==> config.mk <==
export PLATFORM = sky130hd
export DESIGN_NAME = board_eval
export DESIGN_NICKNAME = d
export VERILOG_FILES = /design/src/rtl/board_eval.sv
export SDC_FILE = /design/constraint.sdc
export NUM_CORES = 1
export LEC_CHECK = 0
export CORE_MARGIN = 3
export CORE_UTILIZATION = 49
export CTS_CLUSTER_DIAMETER = 50
export CTS_CLUSTER_SIZE = 16
export DETAILED_ROUTE_END_ITERATION = 8
export HOLD_SLACK_MARGIN = 0.12
export MAX_ROUTING_LAYER = met4
export PLACE_DENSITY = 0.78
export SYNTH_ARGS = -nofsm -noshare
export SYNTH_HDL_FRONTEND = slang
export SYNTH_SLANG_ARGS = --single-unit
==> constraint.sdc <==
create_clock -name clk -period 3.65 [get_ports clk]
set_input_delay 0.365 -clock clk [delete_from_list [all_inputs] [get_ports clk]]
set_output_delay 0.365 -clock clk [all_outputs]
set_load 0.02 [all_outputs]
==> src/rtl/board_eval.sv <==
// board_eval: walks a run of 64-byte candidate boards in SDRAM, scores each
// board by material (white positive, black negative) and writes one signed
// 32-bit score word per board to a result array.
module board_eval #(
  parameter int unsigned MAX_BOARDS = 255
) (
  input  logic        clk,
  input  logic        rst,
  // Register port
  output logic        slave_waitrequest,
  input  logic [3:0]  slave_address,
  input  logic        slave_read,
  output logic [31:0] slave_readdata,
  input  logic        slave_write,
  input  logic [31:0] slave_writedata,
  // SDRAM master port
  input  logic        master_waitrequest,
  output logic [31:0] master_address,
  output logic        master_read,
  input  logic [31:0] master_readdata,
  input  logic        master_readdatavalid,
  output logic        master_write,
  output logic [31:0] master_writedata
);

  localparam logic [2:0] StIdle   = 3'd0;
  localparam logic [2:0] StRdReq  = 3'd1;
  localparam logic [2:0] StRdWait = 3'd2;
  localparam logic [2:0] StWr     = 3'd3;
  localparam logic [2:0] StDone   = 3'd4;

  // Count register is 8 bits wide, so the clamp can never exceed 255.
  localparam int unsigned MaxEff = (MAX_BOARDS > 255) ? 255 : MAX_BOARDS;
  localparam logic [7:0]  MaxCnt = MaxEff[7:0];

  logic [2:0]  state_q, state_d;
  logic [31:0] base1_q, base1_d;
  logic [31:0] base2_q, base2_d;
  logic [7:0]  count_q, count_d;
  logic        done_q, done_d;
  logic [7:0]  err_q, err_d;
  logic [7:0]  k_q, k_d;
  logic [5:0]  s_q, s_d;
  logic [31:0] acc_q, acc_d;

  logic        idle;
  logic [7:0]  cnt_eff;
  logic        start;

  logic        code_neg;
  logic [7:0]  code_mag;
  logic [9:0]  piece_val;
  logic        piece_bad;
  logic [31:0] piece_delta;

  // Only the piece code byte of each read word carries information.
  logic        unused_rdata;
  assign unused_rdata = ^master_readdata[31:8];

  assign idle    = (state_q == StIdle);
  assign cnt_eff = (count_q > MaxCnt) ? MaxCnt : count_q;
  assign start   = slave_write && (slave_address == 4'd0) && idle;

  // Decode the signed piece code into a signed contribution and an error flag.
  always_comb begin
    code_neg  = master_readdata[7];
    // |-128| wraps to 8'h80 = 128, which correctly lands in the error range.
    code_mag  = code_neg ? (8'd0 - master_readdata[7:0]) : master_readdata[7:0];
    piece_val = 10'd0;
    piece_bad = 1'b0;
    if (code_mag == 8'd0) begin
      piece_val = 10'd0;
    end else if (code_mag <= 8'd8) begin
      piece_val = 10'd100;
    end else if (code_mag <= 8'd18) begin
      piece_val = 10'd500;
    end else if (code_mag <= 8'd28) begin
      piece_val = 10'd320;
    end else if (code_mag <= 8'd38) begin
      piece_val = 10'd330;
    end else if (code_mag <= 8'd47) begin
      piece_val = 10'd900;
    end else if (code_mag == 8'd48) begin
      piece_val = 10'd0;
    end else begin
      piece_bad = 1'b1;
    end
    piece_delta = code_neg ? (32'd0 - {22'd0, piece_val}) : {22'd0, piece_val};
  end

  // Next-state logic: register writes while idle, plus the scan sequencer.
  always_comb begin
    state_d = state_q;
    base1_d = base1_q;
    base2_d = base2_q;
    count_d = count_q;
    done_d  = done_q;
    err_d   = err_q;
    k_d     = k_q;
    s_d     = s_q;
    acc_d   = acc_q;

    if (slave_write && idle) begin
      case (slave_address)
        4'd1:    base1_d = slave_writedata;
        4'd2:    base2_d = slave_writedata;
        4'd3:    count_d = slave_writedata[7:0];
        default: ;
      endcase
    end

    case (state_q)
      StIdle: begin
        if (start) begin
          done_d  = 1'b0;
          err_d   = 8'd0;
          k_d     = 8'd0;
          s_d     = 6'd0;
          acc_d   = 32'd0;
          state_d = (cnt_eff == 8'd0) ? StDone : StRdReq;
        end
      end
      StRdReq: begin
        if (!master_waitrequest) begin
          state_d = StRdWait;
        end
      end
      StRdWait: begin
        if (master_readdatavalid) begin
          acc_d = acc_q + piece_delta;
          if (piece_bad && (err_q != 8'hff)) begin
            err_d = err_q + 8'd1;
          end
          if (s_q == 6'd63) begin
            state_d = StWr;
          end else begin
            s_d     = s_q + 6'd1;
            state_d = StRdReq;
          end
        end
      end
      StWr: begin
        if (!master_waitrequest) begin
          acc_d = 32'd0;
          if (k_q == (cnt_eff - 8'd1)) begin
            state_d = StDone;
          end else begin
            k_d     = k_q + 8'd1;
            s_d     = 6'd0;
            state_d = StRdReq;
          end
        end
      end
      StDone: begin
        done_d  = 1'b1;
        state_d = StIdle;
      end
      default: state_d = StIdle;
    endcase
  end

  // State and register file; reset clears everything and drops requests at once.
  always_ff @(posedge clk or posedge rst) begin
    if (rst) begin
      state_q <= StIdle;
      base1_q <= 32'd0;
      base2_q <= 32'd0;
      count_q <= 8'd0;
      done_q  <= 1'b0;
      err_q   <= 8'd0;
      k_q     <= 8'd0;
      s_q     <= 6'd0;
      acc_q   <= 32'd0;
    end else begin
      state_q <= state_d;
      base1_q <= base1_d;
      base2_q <= base2_d;
      count_q <= count_d;
      done_q  <= done_d;
      err_q   <= err_d;
      k_q     <= k_d;
      s_q     <= s_d;
      acc_q   <= acc_d;
    end
  end

  // Master outputs are pure functions of registered state, so they stay stable under stall.
  always_comb begin
    master_read      = (state_q == StRdReq);
    master_write     = (state_q == StWr);
    master_address   = 32'd0;
    master_writedata = 32'd0;
    if (state_q == StRdReq) begin
      // k*64 + s, since s never exceeds 63.
      master_address = base1_q + {18'd0, k_q, s_q};
    end else if (state_q == StWr) begin
      master_address   = base2_q + {22'd0, k_q, 2'b00};
      master_writedata = acc_q;
    end
  end

  // Register reads; a status read stalls until the run has finished.
  always_comb begin
    slave_waitrequest = slave_read && (slave_address == 4'd0) && !idle;
    slave_readdata    = 32'd0;
    if (slave_read) begin
      case (slave_address)
        4'd0:    slave_readdata = {16'd0, err_q, 7'd0, done_q};
        4'd1:    slave_readdata = base1_q;
        4'd2:    slave_readdata = base2_q;
        4'd3:    slave_readdata = {24'd0, count_q};
        default: slave_readdata = 32'd0;
      endcase
    end
  end

endmodule

# --- Yosys cells after proc, flatten, opt, wreduce, memory -nomap -nowiden ---
# Cells that the tools add are included.
totals:
  word_cells: 115
  inputBits: 74
  output_inout_bits: 99
  reg_bits: 130
op_classes:
  mux: 49
  eq_ne: 18
  n_lt_le_gt_ge: 6
  addsub: 9
  reduce_logical: 24
op_table:
  columns: ["op", "count"]
  rows:
  - ["$mux W32", 9]
  - ["$pmux W32 S4", 1]
  - ["$pmux W32 S3", 1]
  - ["$mux W10", 6]
  - ["$mux W8", 7]
  - ["$add A32 B10 Y32", 1]
  - ["$add A32 B14 Y32", 1]
  - ["$add A32 B32 Y32", 1]
  - ["$pmux W8 S2", 2]
  - ["$mux W6", 5]
  - ["$mux W3", 6]
  - ["$pmux W6 S3", 1]
  - ["$add A8 B1 Y8 const B", 2]
  - ["$le A8 B5 Y1 const B", 2]
  - ["$le A8 B6 Y1 const B", 2]
  - ["$logic_not A8 Y1", 2]
  - ["$reduce_and A4 Y1", 4]
  - ["$ne A2 B2 Y1 const B", 6]
  - ["$pmux W3 S4", 1]
  - ["$sub A1 B10 Y11 const A", 1]
  - ["$eq A4 B2 Y1 const B", 2]
  - ["$eq A8 B6 Y1 const B", 1]
  - ["$eq A8 B8 Y1", 1]
  - ["$gt A8 B8 Y1 const B", 1]
  - ["other kinds (22)", 40]

# --- Logic depth before layout (Yosys ltp) ---
depth:
  depth_word: 14
  ltp_mapped: 23
  ltp_nobuf: 23

# --- Least setup slack after synthesis ---
# No wires, ideal clock.
synth_timing:
  path_type: "input -> register"
  from: "input port master_readdata[0]"
  to: "register acc_q[31]"
  cell_stages: 23
  path_slack_ps: -1509
  path_buffers: 1
  t_arrival_ps: 5079
  setup_time_ps: 80
  path_cell_list: "inv_1 ha_1 inv_1 o31ai_2 xnor2_1 nor2_1 o32ai_2 o21ai_1 ha_1 inv_1 o31ai_4 inv_1 ha_1 buf_6 a21oi_2 o21ai_1 a221o_1 or4_4 nand2_2 o211a_4 nor3_2 or4b_4 o211ai_2"
synth_via:
  elab_chain_cells: 14
synth_rtl:
  columns: ["item", "line", "source"]
  rows:
  - ["start: declaration", "20", "input logic [31:0] master_readdata,"]
  - ["$sub A1 B8 Y8", "68", "code_mag = code_neg ? (8'd0 - master_readdata[7:0]) : master_readdata[7:0];"]
  - ["$mux W8 *", "68", null]
  - ["$le A8 B6 Y1", "81", "end else if (code_mag <= 8'd47) begin"]
  - ["$mux W10", "81", null]
  - ["$mux W10", "79", "end else if (code_mag <= 8'd38) begin"]
  - ["$mux W10", "77", "end else if (code_mag <= 8'd28) begin"]
  - ["$mux W10", "75", "end else if (code_mag <= 8'd18) begin"]
  - ["$mux W10", "73", "end else if (code_mag <= 8'd8) begin"]
  - ["$mux W10 *", "71", "if (code_mag == 8'd0) begin"]
  - ["$sub A1 B10 Y11", "88", "piece_delta = code_neg ? (32'd0 - {22'd0, piece_val}) : {22'd0, piece_val};"]
  - ["$mux W32 *", "88", null]
  - ["$add A32 B32 Y32 *", "130", "acc_d = acc_q + piece_delta;"]
  - ["$mux W32 *", "129", "if (master_readdatavalid) begin"]
  - ["$pmux W32 S3 *", "112", "case (state_q)"]
  - ["end signal: assignment", "173", "acc_q <= 32'd0;"]
  - ["end signal: assignment", "183", "acc_q <= acc_d;"]
  - ["end: declaration", "44", "logic [31:0] acc_q, acc_d;"]
# Mark *: on every way between the ends. The rest lies on a longest branch, timed or not. The select of a mux whose other input is x is not followed.
# A chain may end at the register's enable or synchronous reset.

# --- Worst setup path after layout ---
# Ends and elaborated chain as after synthesis.

==> impl_results.md <==
- Async SR Flop Fraction: 100%
- Power per cell area: between 600 and 700 mW/mm^2
- Worst EP arrival: 4.98 ns
- CP required: approximately 4.0 ns
- CP startpoint: master_readdata[0]
- Fmax: ~220 MHz
- Synth warn: 0
- Largest net degree at the start of global routing: 49
- Core area: 0.0197 mm^2
- Final hold violations: 0
- Worst-path maximum fanout: 9
- EDFF count, synth: 0
- Core Util, Final: 74.1%
- Root Driver: clkbuf_16
- Fin Setup TNS: -12.55 ns
- Post-synthesis sequential area ratio: between 30% and 40%
- Area Growth Syn to Fin: 46.9%
- Mapped cell area: 0.00995 mm^2
- Met2 Wirelength: 17,000 um
- Post-Route WL: ~34,000 um
- Fin worst setup slack: -0.980 ns
- Period utilization: 127%
- IO Pins: ~170
- Yosys cell types: 74
- Routability cong.: about 1
- Share of the synthesized area in the top cell type: 32.5%
- First-pass DRT Iterations: 7
- Die H: 148 um
- Slew Limit Fails: 0
- Crit path kind: input pin to flop
- Vias in the first global route: 10,000
- Core Rows: 51
- Worst slack, placed: -1.63 ns
- Final setup skew: between 0.01 and 0.015 ns
- First-iteration detailed-routing DRC count: around 800
- Yosys top cell by area: dfrtp_1
- CTS tree: yes
- Min Tclk post-route: roughly 4.6 ns
- Total Routing Usage GR: 29.4%
- Vias per cell: 6.01
- DRT met1 WL: 13,600 um
- Met3 Wirelength: between 2000 and 3000 um
- Violated checks: negative setup slack
- Via count: around 10,000
- Die area: between 0.02 and 0.025 mm^2
- Die width: 148 um
- Post-DP HPWL: 21,800 um
- Diode count: 0
- HP Start: acc_q[22]
- Remaining DRCs: 0
- Final Cell Area: 0.0146 mm^2
- Crit start category: input pin
- Start of the worst register-to-register path: acc_q[1]
- Avg Inst Size Synth: approximately 9.1 um^2
- Hold Path Class: flop to flop
- Detail Route Antenna Nets: 0
- Area contributors post-synth: dfrtp_1, mux2_2, ha_1, xnor2_1, xor2_1
- Status: finished with violations
- Starting Density: between 50 and 60%
- Sink Count: about 130
- Wirelength per Cell: between 20 and 25 um
- Nets@finish: about 1,500
- Max layer used: met4
- Share of cells above drive strength 1: around a third
- H-Tree Depth: 4
- Main synth FF type: dfrtp_1
- Cell Area, Placed: ~0.013 mm^2
- Grt ovf: 0
- CTS max path bufs: 2
- Cells after Synth: between 1,000 and 1,500
- Number of synthesized register bits: between 100 and 150
- RSZ-0062 raised after global routing: yes
- Worst hold slack: about 0.54 ns
- Static leakage: approximately 6.4 nW
- Maximum vdd drop: approximately 0.00038 V
- Setup Viol. Count Final: 32
- Global-route wire length before repair: about 51,000 um
- Worst slew margin: between 30 and 40%
- Clock Pin Slew Worst Setup and Hold Paths: ~0.060 ns
- Hold-fix buffers, CTS: 0
- Initial antenna violation count: 0
- Worst-Skew Late Latency: 0.43 ns
- Max-cap viol count: 0
- Syn nets: roughly 1,200
- Worst Tran Pin Value: 1.01 ns
- Num CTS Buffers: 17
- IO buf count: around 150
- Kind of end point of the critical path: flop
per-layer routing:
layer / GRT usage, % / vias to the layer above
met3: 5.21 / 98
li1: - / 4571
met1: 36.9 / 4879
met2: 49.1 / 501
met5: - / -
met4: 8.55 / 0
report_power, final:
part / total, mW / internal, mW / switching [mW] / leakage (nW)
sequential: 2.65 / 1.95 / 0.698 / 1.67
combinational: 4.64 / 2.33 / 2.31 / 4.42
clock: 1.77 / 1.09 / 0.678 / 0.286
path summary, 6_finish.rpt:
path                              to  slack [ns]  cells after the start
max in group asynchronous     s_q[3]        2.19                      3
setup reg to reg           acc_q[31]        0.41                     11
setup / recovery           acc_q[31]       -0.98                     25
hold reg to reg            acc_q[22]        0.54                      1
hold / removal             acc_q[22]        0.54                      1
min in group asynchronous   acc_q[6]        0.57                      2
cells in the mapped netlist, types with 7 or more instances:
master and number:
dfrtp_1 129, nand2_1 86, nor2_1 79, mux2_2 73, a21oi_1 65, ha_1 61, xnor2_1 59, xor2_1 58
and2_1 41, clkbuf_1 39, inv_1 38, nand3_1 37, a22oi_1 34, o21ai_0 34, o22ai_1 29, a22o_1 27
and3_1 20, a21o_1 19, nor3_1 13, nand4_1 10, nor2b_1 8, o21a_1 8, a31oi_1 7, buf_1 7
area by class of cell:
cell class / count / area (um^2)
Fill cell: 1286 / 5110
Inverter: 38 / 168
Sequential cell: 129 / 3230
Clock inverter: 12 / 158
Multi-Input combinational cell: 877 / 7320
Tap cell: 265 / 332
Timing Repair Buffer: 332 / 2960
Clock buffer: 19 / 443
registers in the layout, summed over array words and instances, names as in the netlist:
name	cells
s_q	6
base2_q	32
state_q	3
done_q	1
err_q	8
base1_q	32
count_q	8
acc_q	31
k_q	8
stage by stage:
stage / total power [mW] / cells
floorplan: 5.10 / 1094
CTS: 8.63 / 1655
finish: 9.05 / 1672
global route: 9.54 / 1672
detailed placement: 6.64 / 1602
global placement: 6.49 / 1602
repair_timing:
action,4_1_cts,5_1_grt
gates cloned,0,0
resized for setup,170,112
endpoints found under the setup margin,49,48
endpoints found under the hold margin,0,0
pin swaps,50,67
setup buffers,23,23
cells by family (layout without fill, tap and decap cells):
| group | count (synthesis) | after routing | share of synthesized area, % |
|---|---|---|---|
| multiplexers | 74 | 74 | 8.36 |
| AND/OR/NAND/NOR | 339 | 339 | 17.3 |
| adder cells (fa/ha/maj) | 64 | 64 | 8.28 |
| buffers and inverters | 88 | 401 | 3.48 |
| flip-flops | 129 | 129 | 32.5 |
| other | 1 | 1 | 0.0377 |
| XOR/XNOR | 118 | 118 | 10.5 |
| AO/OA/AOI/OAI | 281 | 281 | 19.6 |
worst max-delay path, cell delays in order:
cell and delay (ns):
buf_8 0.11, buf_6 0.12, o31ai_4 0.31, xor2_2 0.26, buf_4 0.17, o21ai_4 0.07
nand4bb_4 0.12, nand2_2 0.07, o31ai_4 0.08, ha_4 0.18, inv_2 0.04, o31ai_4 0.29
clkinvlp_4 0.22, buf_6 0.18, buf_6 0.14, ha_1 0.33, o21a_1 0.15, nor2_1 0.06
o21a_1 0.21, o21ai_1 0.36, nand2_4 0.09, o211a_4 0.25, o21a_1 0.20, or4b_4 0.51
o211ai_2 0.07
cell usage in the layout (no fill, tap or decap), drive strengths merged, types with 8 or more instances in the layout:
cell type | netlist | final
o21a | 8 | 8
and2 | 41 | 41
o21ai | 40 | 40
nor3 | 16 | 16
mux2 | 73 | 73
buf | 10 | 203
and3 | 20 | 20
nor2 | 80 | 80
nand3 | 37 | 37
a21oi | 68 | 68
nor2b | 8 | 8
nand2 | 87 | 87
a22o | 27 | 27
a21o | 19 | 19
xor2 | 59 | 59
ha | 61 | 61
nand4 | 10 | 10
o22ai | 29 | 29
o31ai | 9 | 9
clkdlybuf4s50 | 0 | 115
xnor2 | 59 | 59
a22oi | 34 | 34
clkbuf | 40 | 24
inv | 38 | 38
dfrtp | 129 | 129
Power figures use the tool's default switching activity.
